--- src/rtl/barrel_collision_if.sv ---
// Bus between the barrel/donkey position sources and the game-state consumers.
// The game-control and position inputs flow master -> slave. The hit, lives
// and status outputs flow slave -> master.
//   start_game, animation, frame_start : game control / frame trigger
//   xpos, ypos                         : donkey top-left corner
//   barrel, xpos_barrel, ypos_barrel   : per-slot active flag and top-left corner
//   hit, hit_index, lives, invuln, game_over : collision results
interface barrel_collision_if #(
  parameter int BARRELS = 10
);
  logic                     start_game;
  logic                     animation;
  logic                     frame_start;
  logic [10:0]              xpos;
  logic [10:0]              ypos;
  logic [BARRELS-1:0]       barrel;
  logic [BARRELS-1:0][10:0] xpos_barrel;
  logic [BARRELS-1:0][10:0] ypos_barrel;
  logic                     hit;
  logic [3:0]               hit_index;
  logic [1:0]               lives;
  logic                     invuln;
  logic                     game_over;

  modport master (
    output start_game, animation, frame_start, xpos, ypos,
           barrel, xpos_barrel, ypos_barrel,
    input  hit, hit_index, lives, invuln, game_over
  );

  modport slave (
    input  start_game, animation, frame_start, xpos, ypos,
           barrel, xpos_barrel, ypos_barrel,
    output hit, hit_index, lives, invuln, game_over
  );
endinterface

--- src/rtl/barrel_collision.sv ---
// Per-frame donkey/barrel hit detection with a lives counter, a post-hit
// invulnerability window and a sticky game-over flag.
// Ports:
//   clk : system clock
//   rst : synchronous, active-high reset
//   bus : barrel_collision_if slave (inputs: game control and positions;
//         outputs: hit, hit_index, lives, invuln, game_over)
//
// state  | meaning
// IDLE   | game not running; lives held at LIVES
// ARMED  | waiting for frame_start
// SCAN   | testing one barrel slot per cycle, idx 0..BARRELS-1
// DECIDE | apply the result of the scan (at most one life lost)
// INVULN | post-hit window; frame_start ignored
// OVER   | lives exhausted; only rst leaves
module barrel_collision #(
  parameter int BARRELS     = 10,
  parameter int DONKEY_W    = 48,
  parameter int DONKEY_H    = 64,
  parameter int BARREL_SIZE = 32,
  parameter int LIVES       = 3,
  parameter int INVULN_TIME = 65_000_000
) (
  input  logic             clk,
  input  logic             rst,
  barrel_collision_if.slave bus
);

  localparam int         CNT_W    = $clog2(INVULN_TIME + 1);
  localparam [CNT_W-1:0] CNT_INIT = CNT_W'(INVULN_TIME - 1);
  localparam [3:0]       IDX_LAST = 4'(BARRELS - 1);
  localparam [1:0]       LIVES_INIT = 2'(LIVES);

  typedef enum logic [2:0] {
    S_IDLE, S_ARMED, S_SCAN, S_DECIDE, S_INVULN, S_OVER
  } state_t;

  state_t           r_state;
  logic [3:0]       r_idx;
  logic             r_any;
  logic [3:0]       r_first_idx;
  logic [CNT_W-1:0] r_cnt;
  logic             r_hit;
  logic [3:0]       r_hit_index;
  logic [1:0]       r_lives;
  logic             r_invuln;
  logic             r_game_over;

  logic [10:0] w_xb;
  logic [10:0] w_yb;
  logic        w_ovl;
  logic        w_abort;

  // 12-bit sums so a box near the right/bottom edge cannot wrap. Strict
  // compares make touching edges a miss.
  assign w_xb  = bus.xpos_barrel[r_idx];
  assign w_yb  = bus.ypos_barrel[r_idx];
  assign w_ovl = bus.barrel[r_idx]
              && ({1'b0, bus.xpos} < ({1'b0, w_xb} + 12'(BARREL_SIZE)))
              && ({1'b0, w_xb}     < ({1'b0, bus.xpos} + 12'(DONKEY_W)))
              && ({1'b0, bus.ypos} < ({1'b0, w_yb} + 12'(BARREL_SIZE)))
              && ({1'b0, w_yb}     < ({1'b0, bus.ypos} + 12'(DONKEY_H)));

  assign w_abort = !bus.start_game || bus.animation;

  always_ff @(posedge clk) begin
    if (rst) begin
      r_state     <= S_IDLE;
      r_idx       <= '0;
      r_any       <= 1'b0;
      r_first_idx <= '0;
      r_cnt       <= '0;
      r_hit       <= 1'b0;
      r_hit_index <= '0;
      r_lives     <= LIVES_INIT;
      r_invuln    <= 1'b0;
      r_game_over <= 1'b0;
    end else begin
      r_hit <= 1'b0;
      // Leaving the game (or entering the intro) wins over everything except
      // the terminal state, including a hit being decided this cycle.
      if (r_state != S_OVER && w_abort) begin
        r_state  <= S_IDLE;
        r_lives  <= LIVES_INIT;
        r_invuln <= 1'b0;
        r_cnt    <= '0;
        r_idx    <= '0;
        r_any    <= 1'b0;
      end else begin
        case (r_state)
          S_IDLE: begin
            r_lives <= LIVES_INIT;
            r_state <= S_ARMED;
          end
          S_ARMED: begin
            if (bus.frame_start) begin
              r_idx   <= '0;
              r_any   <= 1'b0;
              r_state <= S_SCAN;
            end
          end
          S_SCAN: begin
            // Slots are scanned upward, so the first overlap is the lowest.
            if (w_ovl && !r_any) begin
              r_any       <= 1'b1;
              r_first_idx <= r_idx;
            end
            if (r_idx == IDX_LAST) begin
              r_idx   <= '0;
              r_state <= S_DECIDE;
            end else begin
              r_idx <= r_idx + 4'd1;
            end
          end
          S_DECIDE: begin
            if (r_any) begin
              r_hit       <= 1'b1;
              r_hit_index <= r_first_idx;
              if (r_lives <= 2'd1) begin
                r_lives     <= 2'd0;
                r_game_over <= 1'b1;
                r_state     <= S_OVER;
              end else begin
                r_lives  <= r_lives - 2'd1;
                r_invuln <= 1'b1;
                r_cnt    <= CNT_INIT;
                r_state  <= S_INVULN;
              end
            end else begin
              r_state <= S_ARMED;
            end
          end
          S_INVULN: begin
            if (r_cnt == '0) begin
              r_invuln <= 1'b0;
              r_state  <= S_ARMED;
            end else begin
              r_cnt <= r_cnt - 1'b1;
            end
          end
          S_OVER: begin
            r_state <= S_OVER;
          end
          default: r_state <= S_IDLE;
        endcase
      end
    end
  end

  assign bus.hit       = r_hit;
  assign bus.hit_index = r_hit_index;
  assign bus.lives     = r_lives;
  assign bus.invuln    = r_invuln;
  assign bus.game_over = r_game_over;

endmodule

--- src/flat_wrapper.sv ---
// flat-port wrapper written by rule: the top's interface ports become plain ports
module barrel_collision_flat 
#(
  parameter int BARRELS     = 10,
  parameter int DONKEY_W    = 48,
  parameter int DONKEY_H    = 64,
  parameter int BARREL_SIZE = 32,
  parameter int LIVES       = 3,
  parameter int INVULN_TIME = 65_000_000
)
  (clk, rst, bus_start_game, bus_animation, bus_frame_start, bus_xpos, bus_ypos, bus_barrel, bus_xpos_barrel, bus_ypos_barrel, bus_hit, bus_hit_index, bus_lives, bus_invuln, bus_game_over);
  barrel_collision_if #(.BARRELS(BARRELS)) bus_i ();
  input  logic clk;
  input  logic rst;
  input wire logic [$bits(bus_i.start_game)-1:0] bus_start_game;
  input wire logic [$bits(bus_i.animation)-1:0] bus_animation;
  input wire logic [$bits(bus_i.frame_start)-1:0] bus_frame_start;
  input wire logic [$bits(bus_i.xpos)-1:0] bus_xpos;
  input wire logic [$bits(bus_i.ypos)-1:0] bus_ypos;
  input wire logic [$bits(bus_i.barrel)-1:0] bus_barrel;
  input wire logic [$bits(bus_i.xpos_barrel)-1:0] bus_xpos_barrel;
  input wire logic [$bits(bus_i.ypos_barrel)-1:0] bus_ypos_barrel;
  output wire logic [$bits(bus_i.hit)-1:0] bus_hit;
  output wire logic [$bits(bus_i.hit_index)-1:0] bus_hit_index;
  output wire logic [$bits(bus_i.lives)-1:0] bus_lives;
  output wire logic [$bits(bus_i.invuln)-1:0] bus_invuln;
  output wire logic [$bits(bus_i.game_over)-1:0] bus_game_over;
  assign bus_i.start_game = bus_start_game;
  assign bus_i.animation = bus_animation;
  assign bus_i.frame_start = bus_frame_start;
  assign bus_i.xpos = bus_xpos;
  assign bus_i.ypos = bus_ypos;
  assign bus_i.barrel = bus_barrel;
  assign bus_i.xpos_barrel = bus_xpos_barrel;
  assign bus_i.ypos_barrel = bus_ypos_barrel;
  assign bus_hit = bus_i.hit;
  assign bus_hit_index = bus_i.hit_index;
  assign bus_lives = bus_i.lives;
  assign bus_invuln = bus_i.invuln;
  assign bus_game_over = bus_i.game_over;
  barrel_collision #(.BARRELS(BARRELS), .DONKEY_W(DONKEY_W), .DONKEY_H(DONKEY_H), .BARREL_SIZE(BARREL_SIZE), .LIVES(LIVES), .INVULN_TIME(INVULN_TIME)) u_core (.clk(clk), .rst(rst), .bus(bus_i));
endmodule
--- config.mk ---
export PLATFORM = sky130hd
export DESIGN_NAME = barrel_collision_flat
export DESIGN_NICKNAME = d
export VERILOG_FILES = /design/src/rtl/barrel_collision_if.sv /design/src/rtl/barrel_collision.sv /design/src/flat_wrapper.sv
export SDC_FILE = /design/constraint.sdc
export NUM_CORES = 1
export LEC_CHECK = 0
export ABC_AREA = 1
export CORE_ASPECT_RATIO = 1.5
export CORE_MARGIN = 5
export CORE_UTILIZATION = 30
export DETAILED_ROUTE_END_ITERATION = 10
export GPL_TIMING_DRIVEN = 0
export PLACE_DENSITY_LB_ADDON = 0.05
export SETUP_SLACK_MARGIN = 0.3
export SYNTH_ARGS = -nofsm -noshare
export SYNTH_HDL_FRONTEND = slang
export SYNTH_SLANG_ARGS = --single-unit
--- constraint.sdc ---
create_clock -name clk -period 9.2 [get_ports clk]
set_input_delay 1.38 -clock clk [delete_from_list [all_inputs] [get_ports clk]]
set_output_delay 1.38 -clock clk [all_outputs]
set_load 0.01 [all_outputs]
==> reports/results.ini <==
[critical_path]
critical_path_arrival_ns = 4.64
ff2ff_path_depth = 20
reg2reg_to = u_core.r_first_idx[1]
cp-end-kind = register
worstSetupStartpointType = primary input
r2r_slack_ns = 4.88
r2r_start = u_core.r_idx[2]
crit_end = u_core.r_first_idx[1]
path_max_fanout = 8
startpoint = bus_xpos_barrel[105]
crit_type = primary input to register
crit_required_ns = 9.39

[clock_tree]
cts_setup_buffers = 0
clk_latency_ns = 0.29
postCtsResizedCells = 0
clk_path_buf_depth = 2
cts_tree = built
cts.htree.levels = 2
cts_root_buf = clkbuf_16
clock_sink_count = 47
path_clk_slew_ns = 0.07
numCtsBuffers = 5
postCtsHoldBufs = 0

[power_and_ir_drop]
p_leak_nw = 4.11
power.share.sequential = 0.341
p_per_area_nw_per_um2 = 66.7
ir_worst_vdd_v = 0.000110
switchingPower_uw = 161
power_frac_clock = 0.304
swShare = 0.270
combPwrFrac = 0.355
p_int_uw = 437

[min_path]
min_path_cells = 2
worst_hold_path_type = register to register

[detailed_routing]
detail_route.iter0.violations = 316
routed_via_density = 4.83
drc_errors = 0
wl_per_cell_um = 17.1
vias = 7577
routed_wl_um = 26900
dr.pass1.iters = 5
drtAntennaViolNets = 0

[die]
start_util = 0.305
die_h_um = 181
ios = 266
core_um2 = 19200
fp-row-count = 62
die_w_um = 124
fp.dieArea_um2 = 22500

[grt]
track_usage = 0.232
use_met2 = 0.441
grt_pass1_wl_um = 40800
gr-usage-met3 = 0.0435
antenna_found_initial = 6
overflow = 0
grt_use_met1 = 0.249
grt_busiest_layer = met2
grt_max_degree = 15
grt_pass1_vias = 7528

[synth]
syn_nets = 1341
yosys.area.top_type_share = 0.192
synth.most_common_cell = nand2_1
async_flop_share = 0
synth_edf_count = 0
syn_avg_cell_area_um2 = 5.64
syn_area_um2 = 5850
synth.yosys.seq_area_share = 0.161
yosys_warnings = 0
netlist_instances = 1037
synth_area_leader_cell = nand2_1
synth_commonest_cells = nand2_1, nor2_1, inv_1
ys_ff_latch = 47
yosysUniqueCellTypes = 41
synthTopCellsByArea = nand2_1, dfxtp_1, ha_1
synth_ff_type = dfxtp_1

[finish]
finalNetCount = 1613
drive_above_1_share = 0.0405
nFillCells = 2071
syn_to_final_growth_pct = 53.4
stdcell_count = 1570

[timing]
tightest_slew_ns = 0.799
grt_setup_unrepaired = no
setup_viol = 0
max_freq_mhz = 225
tns_ns = 0
final.period_utilization = 0.484
max_slew_margin = 0.462
finalHoldViolCount = 0
skew_ns = 0.00535
finalCriticalPeriod_ns = 4.45
drv_slew = 0

[flow_run]
cap_violations = 0

[placed_design]
dp_hpwl_um = 22500
port_buffers = 265
dp_cells = 1558
place_congestion = 0.880

[run_status]
outcome = finished clean

-- routing by layer --
metal	up-vias	part of all wire
met5	-	0.00074
met3	50	0.070
met1	3358	0.38
met4	4	0.033
met2	238	0.51
li1	3927	-
-- through the flow --
step	util	total power [mW]	setup WS, ns	hold slack [ns]	area [um2]
4_1_cts	0.468	0.607	4.65	0.467	8970
2_1_floorplan	-	0.285	5.62	0.429	5850
6_report	0.468	0.598	4.75	0.461	8980
5_1_grt	0.468	0.637	4.51	0.497	8980
3_5_place_dp	0.461	0.422	4.35	0.448	8820
3_3_place_gp	0.461	0.420	4.39	0.448	8820
-- kinds of logic after synthesis --
family,Yosys count,share of synthesized area
fa+ha+maj,47,0.100
compound gates,185,0.182
buf+inv,174,0.126
flops,47,0.161
mux,4,0.00684
xor+xnor,16,0.0239
simple gates,564,0.400
-- how the worst min path moves through the flow --
| stage | to | slack [ns] | from |
|---|---|---|---|
| final | u_core.bus.hit_index[1] | 0.46 | u_core.r_first_idx[1] |
| after floorplan | u_core.bus.hit_index[0] | 0.43 | u_core.r_first_idx[0] |
| after global placement | u_core.bus.hit_index[2] | 0.45 | u_core.r_first_idx[2] |
| after global routing | u_core.bus.hit_index[0] | 0.50 | u_core.r_first_idx[0] |
| after CTS | u_core.bus.hit_index[2] | 0.47 | u_core.r_first_idx[2] |
| after detailed placement | u_core.bus.hit_index[1] | 0.45 | u_core.r_first_idx[1] |
-- power by group through the flow --
stage	Sequential, mW	Clock (mW)	Combinational [mW]
floorplan	0.208	0	0.0770
detailed placement	0.208	0	0.213
finish	0.204	0.182	0.213
global placement	0.209	0	0.211
global route	0.204	0.196	0.237
CTS	0.204	0.188	0.215
-- state kept, by name, summed over array words and instances (netlist names) --
name                  cells
u_core.r_state            3
u_core.bus.game_over      1
u_core.r_any              1
u_core.bus.hit            1
u_core.bus.hit_index      4
u_core.bus.invuln         1
u_core.r_idx              4
u_core.r_cnt             26
u_core.bus.lives          2
u_core.r_first_idx        4
-- cell type report --
type,count,area (um2),share of cell area
multi-input cells,816,4180,0.465
repair buffers,265,2650,0.296
clock inverters,2,12.5,0.00139
inverters,128,480,0.0535
diodes,4,10.0,0.00112
well taps,256,320,0.0357
clock buffers,6,129,0.0144
flip-flops and latches,47,941,0.105
plain buffers,46,254,0.0283
-- critical path: stages --
cell and delay, ns:
clkdlybuf4s50_1 0.47, mux2i_1 0.11, o21ai_0 0.65, ha_1 0.26, inv_1 0.06, nor2_2 0.14, xnor2_1 0.13, ha_1 0.26
a21oi_1 0.13, o21bai_1 0.07, nand2_1 0.06, nand3_1 0.07, nor2_1 0.10, nand2_1 0.06, nor2_2 0.20, nand3_2 0.23
nor2_1 0.16, nor2_1 0.06
-- layout by cell type (no fill, tap or decap), types with 12 or more instances in the layout --
cell	Yosys	layout
inv_1	120	120
nand2_1	300	300
o21ai_0	84	84
o221ai_1	17	17
nor3_1	13	13
nand3_1	74	74
xor2_1	12	12
nor2_1	143	143
clkdlybuf4s50_1	0	265
dfxtp_1	47	47
ha_1	47	47
a21oi_1	46	46
clkbuf_1	18	19
Note: power is estimated with default switching activity, not from simulation.
